File: src/rtl/mc_pkg.sv
// mc_pkg: shared states, class indices, trap causes and PC source codes for the multicycle controller
package mc_pkg;
  typedef enum logic [3:0] {
    S_FETCH, S_DECODE, S_EXEC_R, S_EXEC_I, S_MEM_ADDR, S_MEM_READ,
    S_MEM_WRITE, S_WB, S_BRANCH, S_JUMP, S_TRAP
  } state_t;
  localparam int CLS_R  = 0;
  localparam int CLS_B1 = 1;
  localparam int CLS_J  = 2;
  localparam int CLS_B2 = 3;
  localparam int CLS_I  = 4;
  localparam int CLS_F  = 5;
  localparam int CLS_M  = 6;
  localparam logic [1:0] CAUSE_NONE    = 2'b00;
  localparam logic [1:0] CAUSE_ILLEGAL = 2'b01;
  localparam logic [1:0] CAUSE_FP      = 2'b10;
  localparam logic [1:0] CAUSE_TIMEOUT = 2'b11;
  localparam logic [1:0] PC_SEQ    = 2'b00;
  localparam logic [1:0] PC_BRANCH = 2'b01;
  localparam logic [1:0] PC_JUMP   = 2'b10;
  localparam logic [1:0] PC_EXC    = 2'b11;
  localparam int WAIT_LIMIT = 16;
  function automatic logic is_onehot(input logic [6:0] v);
    return (v != '0) && ((v & (v - 7'd1)) == '0);
  endfunction
endpackage

File: src/rtl/mc_wait_timer.sv
// mc_wait_timer: counts consecutive wait cycles and flags the last allowed one
module mc_wait_timer
  import mc_pkg::*;
(
  input  logic clk,
  input  logic reset,
  input  logic clear,
  input  logic enable,
  output logic expired
);
  logic [3:0] r_cnt;
  always_ff @(posedge clk or posedge reset)
    if (reset) r_cnt <= '0;
    else if (clear) r_cnt <= '0;
    else if (enable) r_cnt <= r_cnt + 4'd1;
  assign expired = enable && (r_cnt == 4'(WAIT_LIMIT - 1));
endmodule

File: src/rtl/multicycle_controller.sv
// multicycle_controller: multicycle instruction sequencer with bus timeout and sticky trap
module multicycle_controller
  import mc_pkg::*;
(
  input  logic        clk,
  input  logic        reset,
  input  logic [6:0]  cls,
  input  logic        op3,
  input  logic        imem_ready,
  input  logic        dmem_ready,
  input  logic        branch_taken,
  output logic        ir_we,
  output logic        pc_we,
  output logic [1:0]  pc_src,
  output logic        alu_src_b,
  output logic        rf_we,
  output logic        mem_re,
  output logic        mem_we,
  output logic        trap,
  output logic [1:0]  trap_cause,
  output logic [3:0]  state,
  output logic [15:0] instr_retired
);
  state_t      r_state, w_next;
  logic [1:0]  r_cause, w_cause;
  logic        r_trap;
  logic [15:0] r_retired;
  logic        w_wait_en, w_expired, w_retire;
  assign w_wait_en = r_state inside {S_FETCH, S_MEM_READ, S_MEM_WRITE};
  assign w_retire  = (w_next == S_FETCH) && (r_state inside {S_WB, S_MEM_WRITE, S_BRANCH, S_JUMP});
  mc_wait_timer u_timer (
    .clk(clk), .reset(reset), .clear(w_next != r_state), .enable(w_wait_en), .expired(w_expired)
  );
  always_comb begin
    w_next = r_state;
    w_cause = r_cause;
    ir_we = 1'b0;
    pc_we = 1'b0;
    pc_src = PC_SEQ;
    alu_src_b = 1'b0;
    rf_we = 1'b0;
    mem_re = 1'b0;
    mem_we = 1'b0;
    case (r_state)
      S_FETCH: begin
        ir_we = imem_ready & ~reset;
        pc_we = imem_ready & ~reset;
        if (imem_ready) w_next = S_DECODE;
        else if (w_expired) begin
          w_next = S_TRAP;
          w_cause = CAUSE_TIMEOUT;
        end
      end
      S_DECODE: begin
        if (!is_onehot(cls)) begin
          w_next = S_TRAP;
          w_cause = CAUSE_ILLEGAL;
        end else if (cls[CLS_F]) begin
          w_next = S_TRAP;
          w_cause = CAUSE_FP;
        end else
          w_next = cls[CLS_R] ? S_EXEC_R :
                   cls[CLS_I] ? S_EXEC_I :
                   cls[CLS_M] ? S_MEM_ADDR :
                   (cls[CLS_B1] | cls[CLS_B2]) ? S_BRANCH : S_JUMP;
      end
      S_EXEC_R: w_next = S_WB;
      S_EXEC_I: begin
        alu_src_b = 1'b1;
        w_next = S_WB;
      end
      S_MEM_ADDR: begin
        alu_src_b = 1'b1;
        w_next = op3 ? S_MEM_WRITE : S_MEM_READ;
      end
      S_MEM_READ, S_MEM_WRITE: begin
        mem_re = (r_state == S_MEM_READ);
        mem_we = (r_state == S_MEM_WRITE);
        if (dmem_ready) w_next = (r_state == S_MEM_READ) ? S_WB : S_FETCH;
        else if (w_expired) begin
          w_next = S_TRAP;
          w_cause = CAUSE_TIMEOUT;
        end
      end
      S_WB: begin
        rf_we = 1'b1;
        w_next = S_FETCH;
      end
      S_BRANCH: begin
        pc_src = PC_BRANCH;
        pc_we = branch_taken;
        w_next = S_FETCH;
      end
      S_JUMP: begin
        pc_src = PC_JUMP;
        pc_we = 1'b1;
        w_next = S_FETCH;
      end
      S_TRAP: begin
        pc_src = PC_EXC;
        pc_we = ~r_trap;
      end
      default: w_next = S_FETCH;
    endcase
  end
  // r_trap rises after the first TRAP cycle, ending the exception-vector pulse
  always_ff @(posedge clk or posedge reset)
    if (reset) begin
      r_state <= S_FETCH;
      r_cause <= CAUSE_NONE;
      r_trap <= 1'b0;
      r_retired <= '0;
    end else begin
      r_state <= w_next;
      r_cause <= w_cause;
      r_trap <= (r_state == S_TRAP);
      if (w_retire) r_retired <= r_retired + 16'd1;
    end
  assign trap = r_trap;
  assign trap_cause = r_cause;
  assign state = r_state;
  assign instr_retired = r_retired;
endmodule

File: config.mk
export PLATFORM = sky130hd
export DESIGN_NAME = multicycle_controller
export DESIGN_NICKNAME = d
export VERILOG_FILES = /design/src/rtl/mc_pkg.sv /design/src/rtl/mc_wait_timer.sv /design/src/rtl/multicycle_controller.sv
export SDC_FILE = /design/constraint.sdc
export NUM_CORES = 1
export LEC_CHECK = 0
export BUFFER_PORTS_ARGS = -buffer_cell sky130_fd_sc_hd__buf_2
export CAP_MARGIN = 0
export CORE_ASPECT_RATIO = 0.9
export CORE_MARGIN = 4
export CORE_UTILIZATION = 35
export DETAILED_ROUTE_END_ITERATION = 6
export PLACE_DENSITY = 0.53
export SLEW_MARGIN = 20
export SYNTH_ARGS = -nofsm -noshare
export SYNTH_HDL_FRONTEND = slang
export SYNTH_HIERARCHICAL = 1
export SYNTH_SLANG_ARGS = --single-unit
File: constraint.sdc
create_clock -name clk -period 5.5 [get_ports clk]
set_input_delay 0.55 -clock clk [delete_from_list [all_inputs] [get_ports clk]]
set_output_delay 0.55 -clock clk [all_outputs]
set_load 0.005 [all_outputs]
==> results of run 1 <==
-- cell families (layout without fill, tap and decap cells) --
logic type	count (synthesis)	count (layout)	share of synthesized area (%)
flip-flops	27	27	37.7
multiplexers	6	6	3.77
XOR/XNOR	18	18	8.80
AO/OA/AOI/OAI	37	37	14.4
adder cells (fa/ha/maj)	2	2	1.40
buffers and inverters	15	51	4.12
AND/OR/NAND/NOR	88	88	29.8
-- cell type report --
cell class                      instances  area share [%]
Multi-Input combinational cell        151            50.1
Sequential cell                        27            32.5
Timing Repair Buffer                   44            10.7
Tap cell                               65            3.91
Clock buffer                            3            1.99
Inverter                                3           0.542
Clock inverter                          1           0.241
-- power by group through the flow --
stage               combinational, mW  sequential, mW  clock (mW)
floorplan                       0.404           0.287           0
global route                    0.491           0.378       0.130
CTS                             0.441           0.360       0.122
finish                          0.438           0.361       0.115
detailed placement              0.440           0.363           0
global placement                0.436           0.361           0
-- flip-flops by register name, summed over array words and instances (netlist names) --
signal,count
trap_cause,2
instr_retired,16
state,4
trap,1
u_timer/r_cnt,4
-- per-layer routing --
layer | track usage (%) | wire (µm)
met5 | 0 | 0
met4 | 2.18 | 23
met3 | 3.68 | 250
met2 | 21.8 | 1900
met1 | 19.8 | 2140
-- placed cells by master, fill, tap and decap left out, types with 2 or more instances in the layout --
cell       instances
nand2_1            9
and4_1             3
a2bb2oi_1          2
o22a_1             3
a211oi_1           3
nor3b_1            7
dfrtp_1           27
mux2_2             2
xor2_1             5
a21oi_1           10
nor2_1            22
buf_2             43
nor4_1             2
ha_1               2
clkbuf_8           3
mux2i_1            3
nor3_1             5
nand3_1            7
nand3b_1           2
inv_1              3
nor2b_1            4
o31ai_1            2
o21ai_0            5
and3_1             4
nand2b_1           8
nand4_1            4
a22oi_1            2
xnor2_1           13
and3b_1            2
-- critical path, cell delays in order, from the launching register on --
cell and delay, ns:
dfrtp_1 0.74, nor2b_1 0.35, mux2i_1 0.15, nor2_1 0.44
and4_1 0.43, nor3b_1 0.33, a211oi_1 0.14, o221a_2 0.26
o21ai_0 0.13, xnor2_1 0.10, o2111ai_1 0.23, nor2b_1 0.09
mux2_4 0.26
-- final timing paths --
| kind | from | depth (start not counted) | endpoint |
|---|---|---|---|
| setup / recovery | state[2]$_DFF_PP0_ | 12 | u_timer/r_cnt[3]$_DFFE_PP0P_ |
| hold / removal | reset | 2 | u_timer/r_cnt[3]$_DFFE_PP0P_ |
| setup reg to reg | state[2]$_DFF_PP0_ | 12 | u_timer/r_cnt[3]$_DFFE_PP0P_ |
| hold reg to reg | instr_retired[15]$_DFFE_PP0P_ | 1 | instr_retired[15]$_DFFE_PP0P_ |
| max in group asynchronous | reset | 3 | state[1]$_DFF_PP0_ |
| min in group clk | instr_retired[15]$_DFFE_PP0P_ | 1 | instr_retired[15]$_DFFE_PP0P_ |
-- per-stage QoR --
step | setup slack (ns) | hold WS, ns | util [%]
final | 1.75 | 0.158 | 42.5
after global routing | 1.39 | 0.154 | 42.5
after CTS | 1.79 | 0.155 | 42.5
after detailed placement | 1.81 | 0.460 | 41.5
after global placement | 2.03 | 0.456 | 41.5
after floorplan | 2.49 | 0.316 | -
==> reports/qor.json, run 1 <==
{
  "cts.hold.buffers_added": {"value": 0},
  "total_switching_power": {"value": 0.401, "unit": "mW"},
  "timing_max_transition_violations_final": {"value": 0},
  "fin_worst_skew": {"value": 0.00719, "unit": "ns"},
  "ys_seq_elements": {"value": 27},
  "track_usage": {"value": 13.9, "unit": "%"},
  "cell_count_after_placement": {"value": 290},
  "yosysSeqAreaShare": {"value": 37.7, "unit": "%"},
  "drv.max_cap_violation_count": {"value": 0},
  "design_area": {"value": 2080, "unit": "µm²"},
  "setup.worst_path.start_class": {"value": "flip-flop"},
  "drive_gt1_share": {"value": 25.3, "unit": "%"},
  "post-layout-total-power": {"value": 0.913, "unit": "mW"},
  "num_rows": {"value": 24},
  "fmaxAchievable": {"value": 0.267, "unit": "GHz"},
  "postSynthCellCount": {"value": 193},
  "grt_first_pass_wirelength": {"value": 7110, "unit": "µm"},
  "timing_worst_slew_pin_value": {"value": 0.789, "unit": "ns"},
  "vias_in_the_first_global_route": {"value": 1420},
  "timing.hold.worst.class": {"value": "in2async"},
  "grt_max_degree": {"value": 24},
  "fp.dieH": {"value": 75.9, "unit": "µm"},
  "hpwl": {"value": 3170, "unit": "µm"},
  "power-per-cell-area": {"value": 439, "unit": "nW/µm²"},
  "max-vdd-ir-drop": {"value": 161, "unit": "µV"},
  "initial_util": {"value": 36.6, "unit": "%"},
  "area_occupied_by_multi_input_gates": {"value": 1040, "unit": "µm²"},
  "area.growth.synth_to_final": {"value": 16.1, "unit": "%"},
  "final_nets": {"value": 245},
  "fp.dieArea": {"value": 6330, "unit": "µm²"},
  "run_status": {"value": "finished, final reports clean"},
  "detail_route.drc_violations": {"value": 0},
  "routed_wl": {"value": 4310, "unit": "µm"},
  "synth_largest_type_area_fraction": {"value": 37.7, "unit": "%"},
  "worstPathArrival": {"value": 3.92, "unit": "ns"},
  "required": {"value": 5.67, "unit": "ns"},
  "setup-tns-final": {"value": 0, "unit": "ns"},
  "count_of_synthesis_stage_warnings_from_yosys": {"value": 6},
  "remaining_global_route_overflow": {"value": 0},
  "synth_cell_count_leaders": {"value": "27 x dfrtp_1, 22 x nor2_1, 13 x xnor2_1"},
  "share_clk_of_total_power": {"value": 12.6, "unit": "%"},
  "worst_slew_margin_rel": {"value": 47.2, "unit": "%"},
  "dominant_register_cell_in_the_synthesized_netlist": {"value": "dfrtp_1"},
  "vias": {"value": 1549},
  "layout_filler_cell_count": {"value": 523},
  "worstPathMaxFanout": {"value": 22},
  "io_buffer_count": {"value": 43},
  "antenna_violating_nets_post_route": {"value": 0},
  "timing.reg2reg.setup_slack": {"value": 1.75, "unit": "ns"},
  "clock_insertion_delay_worst_skew": {"value": 0.28, "unit": "ns"},
  "number_of_antenna_violations_at_the_first_check_in_global_routing": {"value": 0},
  "tritoncts": {"value": "yes"},
  "fin_crit_sh": {"value": 68.2, "unit": "%"},
  "post_layout_nonfiller_instances": {"value": 294},
  "post_cts_resize_count": {"value": 0},
  "synth_edf_count": {"value": 0},
  "report.final.hold_viol_count": {"value": 0},
  "finalSetupViolations": {"value": 0},
  "synthesis.area": {"value": 1790, "unit": "µm²"},
  "post_synthesis_average_cell_area": {"value": 9.28, "unit": "µm²"},
  "drt-vias-per-instance": {"value": 5.27},
  "critPathKind": {"value": "reg2reg"},
  "synth-async-reset-ratio": {"value": 100, "unit": "%"},
  "htree_levels": {"value": 1},
  "synth_top_cells_by_area": {"value": "dfrtp_1 38%, xnor2_1 6.4%, nor2_1 4.6%, nor3b_1 2.9%, a21oi_1 2.8%"},
  "finalCriticalPeriod": {"value": 3.75, "unit": "ns"},
  "combinationalPowerShare": {"value": 47.9, "unit": "%"},
  "cts-root-to-sink-buffers": {"value": 2},
  "synth.largest_area_cell": {"value": "dfrtp_1"},
  "synth_cell_type_count": {"value": 52},
  "wl_per_cell": {"value": 14.7, "unit": "µm"},
  "clk_transition_reported_paths": {"value": 0.10, "unit": "ns"},
  "cts-buffers-inserted": {"value": 3},
  "post_dp_cell_area": {"value": 2030, "unit": "µm²"},
  "cts_sinks": {"value": 27},
  "gp_congestion": {"value": 0.741},
  "initialDrtViolationCount": {"value": 88},
  "power.share.switching": {"value": 43.9, "unit": "%"},
  "power.leakage": {"value": 0.978, "unit": "nW"},
  "n_antenna_cell": {"value": 0},
  "die_width": {"value": 83.4, "unit": "µm"},
  "drtPass1Iterations": {"value": 4},
  "rsz0062_at_grt": {"value": "no"},
  "boundaryPins": {"value": 44},
  "worstSetupEndpointType": {"value": "flip-flop"},
  "synth_nets": {"value": 208},
  "cts_setup_buffers": {"value": 0},
  "floorplan.core_area": {"value": 4890, "unit": "µm²"},
  "ff_latch_area": {"value": 676, "unit": "µm²"},
  "power_frac_seq": {"value": 39.5, "unit": "%"},
  "cts-root-buf": {"value": "clkbuf_8"},
  "internal_dissipation": {"value": 0.513, "unit": "mW"},
  "post-synth-top-count-cell": {"value": "dfrtp_1"}
}
Power figures use the tool's default switching activity.
==> run 2, diff against run 1 <==
- ABC_AREA: default -> 1
- PLACE_DENSITY: 0.53 -> 0.52
- clock period: 5.5 -> 3.6 ns (I/O delays scaled with it)
==> run 2 against run 1 <==
Effect of this change: sequential share of layout area shrank 3.4 points; combinational power grew 110%; die area grew 12%; first-iteration DRC count grew 72%; clock skew shrank 0.0052 ns; critical path depth grew 6; worst setup slack lost 0.96 ns; cell count grew 32%; hold slack gained 0.29 ns; synthesized cell count grew 45%; via count grew 22%; critical path type unchanged; clock power grew 50%; highest routed layer unchanged.
==> reports/qor.json, run 2 <==
{
  "combinationalPowerShare": {"value": 60.6, "unit": "%", "change": "+13 points"},
  "cts_setup_buffers": {"value": 0, "change": "unchanged"},
  "grt_first_pass_wirelength": {"value": 8470, "unit": "µm", "change": "+19%"},
  "clock_insertion_delay_worst_skew": {"value": 0.27, "unit": "ns", "change": "about the same"},
  "post-synth-top-count-cell": {"value": "nand2_1"},
  "largest_register_ff_count": {"value": 16, "change": "unchanged"},
  "worstSetupEndpointType": {"value": "flip-flop"},
  "cts-root-to-sink-buffers": {"value": 2, "change": "unchanged"},
  "finalCriticalPeriod": {"value": 2.81, "unit": "ns", "change": "-0.940 ns"},
  "setup-tns-final": {"value": 0, "unit": "ns", "change": "unchanged"},
  "area_occupied_by_multi_input_gates": {"value": 1130, "unit": "µm²", "change": "+9.0%"},
  "final_nets": {"value": 338, "change": "+38%"},
  "timing.hold.worst.class": {"value": "in2reg"},
  "hpwl": {"value": 3840, "unit": "µm", "change": "+21%"},
  "power_frac_seq": {"value": 28.3, "unit": "%", "change": "-11 points"},
  "preCtsSetupSlack": {"value": 0.826, "unit": "ns", "change": "-0.981 ns"},
  "synth_cell_type_count": {"value": 31, "change": "-40%"},
  "synthesis.area": {"value": 2020, "unit": "µm²", "change": "+13%"},
  "initialDrtViolationCount": {"value": 151, "change": "+72%"},
  "fmaxAchievable": {"value": 0.356, "unit": "GHz", "change": "+33%"},
  "tritoncts": {"value": "yes"},
  "remaining_global_route_overflow": {"value": 0, "change": "unchanged"},
  "power.leakage": {"value": 1.25, "unit": "nW", "change": "+27%"},
  "cell_count_after_placement": {"value": 384, "change": "+32%"},
  "post_cts_resize_count": {"value": 0, "change": "unchanged"},
  "area.growth.synth_to_final": {"value": 14.6, "unit": "%"},
  "fin_worst_skew": {"value": 0.00197, "unit": "ns", "change": "-0.00522 ns"},
  "mostFrequentLayoutCells": {"value": "75 x nand2_1, 43 x buf_2, 32 x inv_1, 27 x dfrtp_1, 24 x nor2_1"},
  "boundaryPins": {"value": 44, "change": "unchanged"},
  "drt-vias-per-instance": {"value": 4.86, "change": "-7.7%"},
  "synth_nets": {"value": 294, "change": "+41%"},
  "number_of_antenna_violations_at_the_first_check_in_global_routing": {"value": 0, "change": "unchanged"},
  "htree_levels": {"value": 1, "change": "unchanged"},
  "drtPass1Iterations": {"value": 4, "change": "unchanged"},
  "fp.dieArea": {"value": 7060, "unit": "µm²", "change": "+12%"},
  "ys_seq_elements": {"value": 27, "change": "unchanged"},
  "synth-async-reset-ratio": {"value": 100, "unit": "%", "change": "unchanged"},
  "power.share.switching": {"value": 51.8, "unit": "%", "change": "+7.9 points"},
  "max-vdd-ir-drop": {"value": 310, "unit": "µV", "change": "+92%"},
  "timing_max_transition_violations_final": {"value": 0, "change": "unchanged"},
  "worstPathMaxFanout": {"value": 19, "change": "-14%"},
  "fin_worst_hold_slack": {"value": 0.450, "unit": "ns", "change": "+0.292 ns"},
  "floorplan.core_area": {"value": 5410, "unit": "µm²", "change": "+11%"},
  "timing_worst_slew_pin_value": {"value": 0.884, "unit": "ns", "change": "+0.0945 ns"},
  "finalSetupViolations": {"value": 0, "change": "unchanged"},
  "worstPathArrival": {"value": 2.98, "unit": "ns", "change": "-0.94 ns"},
  "cts-root-buf": {"value": "clkbuf_8"},
  "synth_cell_count_leaders": {"value": "75 x nand2_1, 32 x inv_1, 27 x dfrtp_1"},
  "share_clk_of_total_power": {"value": 11.1, "unit": "%", "change": "-1.5 points"},
  "ff_latch_area": {"value": 676, "unit": "µm²", "change": "unchanged"},
  "report.final.hold_viol_count": {"value": 0, "change": "unchanged"},
  "drv.max_cap_violation_count": {"value": 0, "change": "unchanged"},
  "antenna_violating_nets_post_route": {"value": 0, "change": "unchanged"},
  "post_synthesis_average_cell_area": {"value": 7.25, "unit": "µm²", "change": "-22%"},
  "cts.hold.buffers_added": {"value": 1, "change": "+1"},
  "synth_edf_count": {"value": 0, "change": "unchanged"},
  "initial_util": {"value": 37.4, "unit": "%", "change": "+0.78 points"},
  "routed_wl": {"value": 4910, "unit": "µm", "change": "+14%"},
  "run_status": {"value": "finished, final reports clean"},
  "n_antenna_cell": {"value": 0, "change": "unchanged"},
  "gp_congestion": {"value": 0.883, "change": "+19%"},
  "fp.dieH": {"value": 80.1, "unit": "µm", "change": "+5.6%"},
  "internal_dissipation": {"value": 0.746, "unit": "mW", "change": "+46%"},
  "track_usage": {"value": 15.0, "unit": "%", "change": "+1.1 points"},
  "minimum_setup_slack_in_the_final_design": {"value": 0.788, "unit": "ns", "change": "-0.960 ns"},
  "total_switching_power": {"value": 0.801, "unit": "mW", "change": "+100%"},
  "io_buffer_count": {"value": 43, "change": "unchanged"},
  "synth_largest_type_area_fraction": {"value": 33.4, "unit": "%", "change": "-4.3 points"},
  "cts-buffers-inserted": {"value": 3, "change": "unchanged"},
  "vias_in_the_first_global_route": {"value": 1796, "change": "+26%"},
  "detail_route.drc_violations": {"value": 0, "change": "unchanged"},
  "post_layout_nonfiller_instances": {"value": 389, "change": "+32%"},
  "yosysSeqAreaShare": {"value": 33.4, "unit": "%", "change": "-4.3 points"},
  "rsz0062_at_grt": {"value": "no"},
  "dominant_register_cell_in_the_synthesized_netlist": {"value": "dfrtp_1"},
  "vias": {"value": 1892, "change": "+22%"},
  "postSynthCellCount": {"value": 279, "change": "+45%"},
  "critPathKind": {"value": "reg2reg"},
  "layout_filler_cell_count": {"value": 601, "change": "+15%"},
  "layout_commonest_cell": {"value": "nand2_1"},
  "drive_gt1_share": {"value": 25.5, "unit": "%", "change": "+0.14 points"},
  "wl_per_cell": {"value": 12.6, "unit": "µm", "change": "-14%"},
  "worst_slew_margin_rel": {"value": 41.0, "unit": "%", "change": "-6.2 points"},
  "power-per-cell-area": {"value": 668, "unit": "nW/µm²", "change": "+52%"},
  "synth_top_cells_by_area": {"value": "dfrtp_1 33%, nand2_1 14%, nand4_1 6.2%, inv_1 5.9%, nand3_1 5.2%"},
  "post-layout-total-power": {"value": 1.55, "unit": "mW", "change": "+69%"},
  "die_width": {"value": 88.1, "unit": "µm", "change": "+5.7%"},
  "count_of_synthesis_stage_warnings_from_yosys": {"value": 6, "change": "unchanged"},
  "synth.largest_area_cell": {"value": "dfrtp_1"},
  "fin_crit_sh": {"value": 78.1, "unit": "%", "change": "+9.9 points"},
  "grt_max_degree": {"value": 24, "change": "unchanged"},
  "required": {"value": 3.77, "unit": "ns", "change": "-1.90 ns"},
  "setup.worst_path.start_class": {"value": "flip-flop"},
  "clk_transition_reported_paths": {"value": 0.09, "unit": "ns", "change": "about the same"},
  "num_rows": {"value": 25, "change": "+4.2%"},
  "cts_sinks": {"value": 27, "change": "unchanged"}
}
==> run 2: final timing paths <==
| kind | startpoint | end | slack, ns | cells past startpoint |
|---|---|---|---|---|
| max in group asynchronous | reset | instr_retired[11]$_DFFE_PP0P_ | 2.22 | 3 |
| worst max register to register | state[2]$_DFF_PP0_ | instr_retired[9]$_DFFE_PP0P_ | 0.79 | 18 |
| min in group asynchronous | reset | u_timer/r_cnt[2]$_DFFE_PP0P_ | 0.52 | 3 |
| worst min register to register | trap_cause[0]$_DFFE_PP0P_ | trap_cause[0]$_DFFE_PP0P_ | 0.49 | 2 |
| worst min-delay path | cls[5] | trap_cause[0]$_DFFE_PP0P_ | 0.45 | 4 |
| worst max-delay path | state[2]$_DFF_PP0_ | instr_retired[9]$_DFFE_PP0P_ | 0.79 | 18 |
==> run 2: power by group through the flow <==
stage | Sequential [mW] | Combinational [mW] | Clock [mW]
global placement | 0.446 | 0.941 | 0
detailed placement | 0.443 | 0.935 | 0
floorplan | 0.434 | 0.803 | 0
global route | 0.450 | 1.06 | 0.190
finish | 0.437 | 0.938 | 0.172
CTS | 0.438 | 0.940 | 0.178
==> run 2: metrics by stage <==
| step | area, µm² | util, % |
|---|---|---|
| after global routing | 2320 | 42.8 |
| after global placement | 2260 | 41.8 |
| after detailed placement | 2260 | 41.8 |
| after floorplan | 2020 | - |
| final | 2320 | 42.8 |
| after CTS | 2320 | 42.8 |
==> run 2: cell families (layout without fill, tap and decap cells) <==
family | Yosys count | in the layout | synth area share (%)
simple gates | 174 | 174 | 43.6
fa+ha+maj | 2 | 2 | 1.24
xor+xnor | 12 | 12 | 5.20
compound gates | 21 | 21 | 6.13
flops | 27 | 27 | 33.4
buf+inv | 43 | 86 | 10.5
==> run 2: metal layers <==
layer  global-route usage (%)  up-vias  wire (µm)
met4                     1.81        0         15
li1                         -      989          -
met1                     22.6      862       2560
met5                        0        -          0
met2                     22.3       39       2050
met3                     3.59        2        283
==> run 2: final cells by class <==
type	count	share of cell area, %
clock buffers	4	1.94
inverters	36	5.94
multi-input cells	209	49.0
flip-flops and latches	27	29.2
well taps	67	3.62
repair buffers	46	10.4
==> run 2: critical path: stages, from the launching register on <==
cell	delay (ns)
dfrtp_1	0.46
inv_1	0.11
nor2_4	0.19
nand2_1	0.12
nand2_2	0.11
inv_1	0.05
nand2_1	0.18
nand3_1	0.13
nor2_1	0.27
nor2_1	0.09
nand2_1	0.06
nand2_1	0.06
a21oi_2	0.17
nand3_2	0.13
nor2_4	0.11
buf_4	0.24
nand3_1	0.10
nand2_1	0.07
nand2_1	0.04
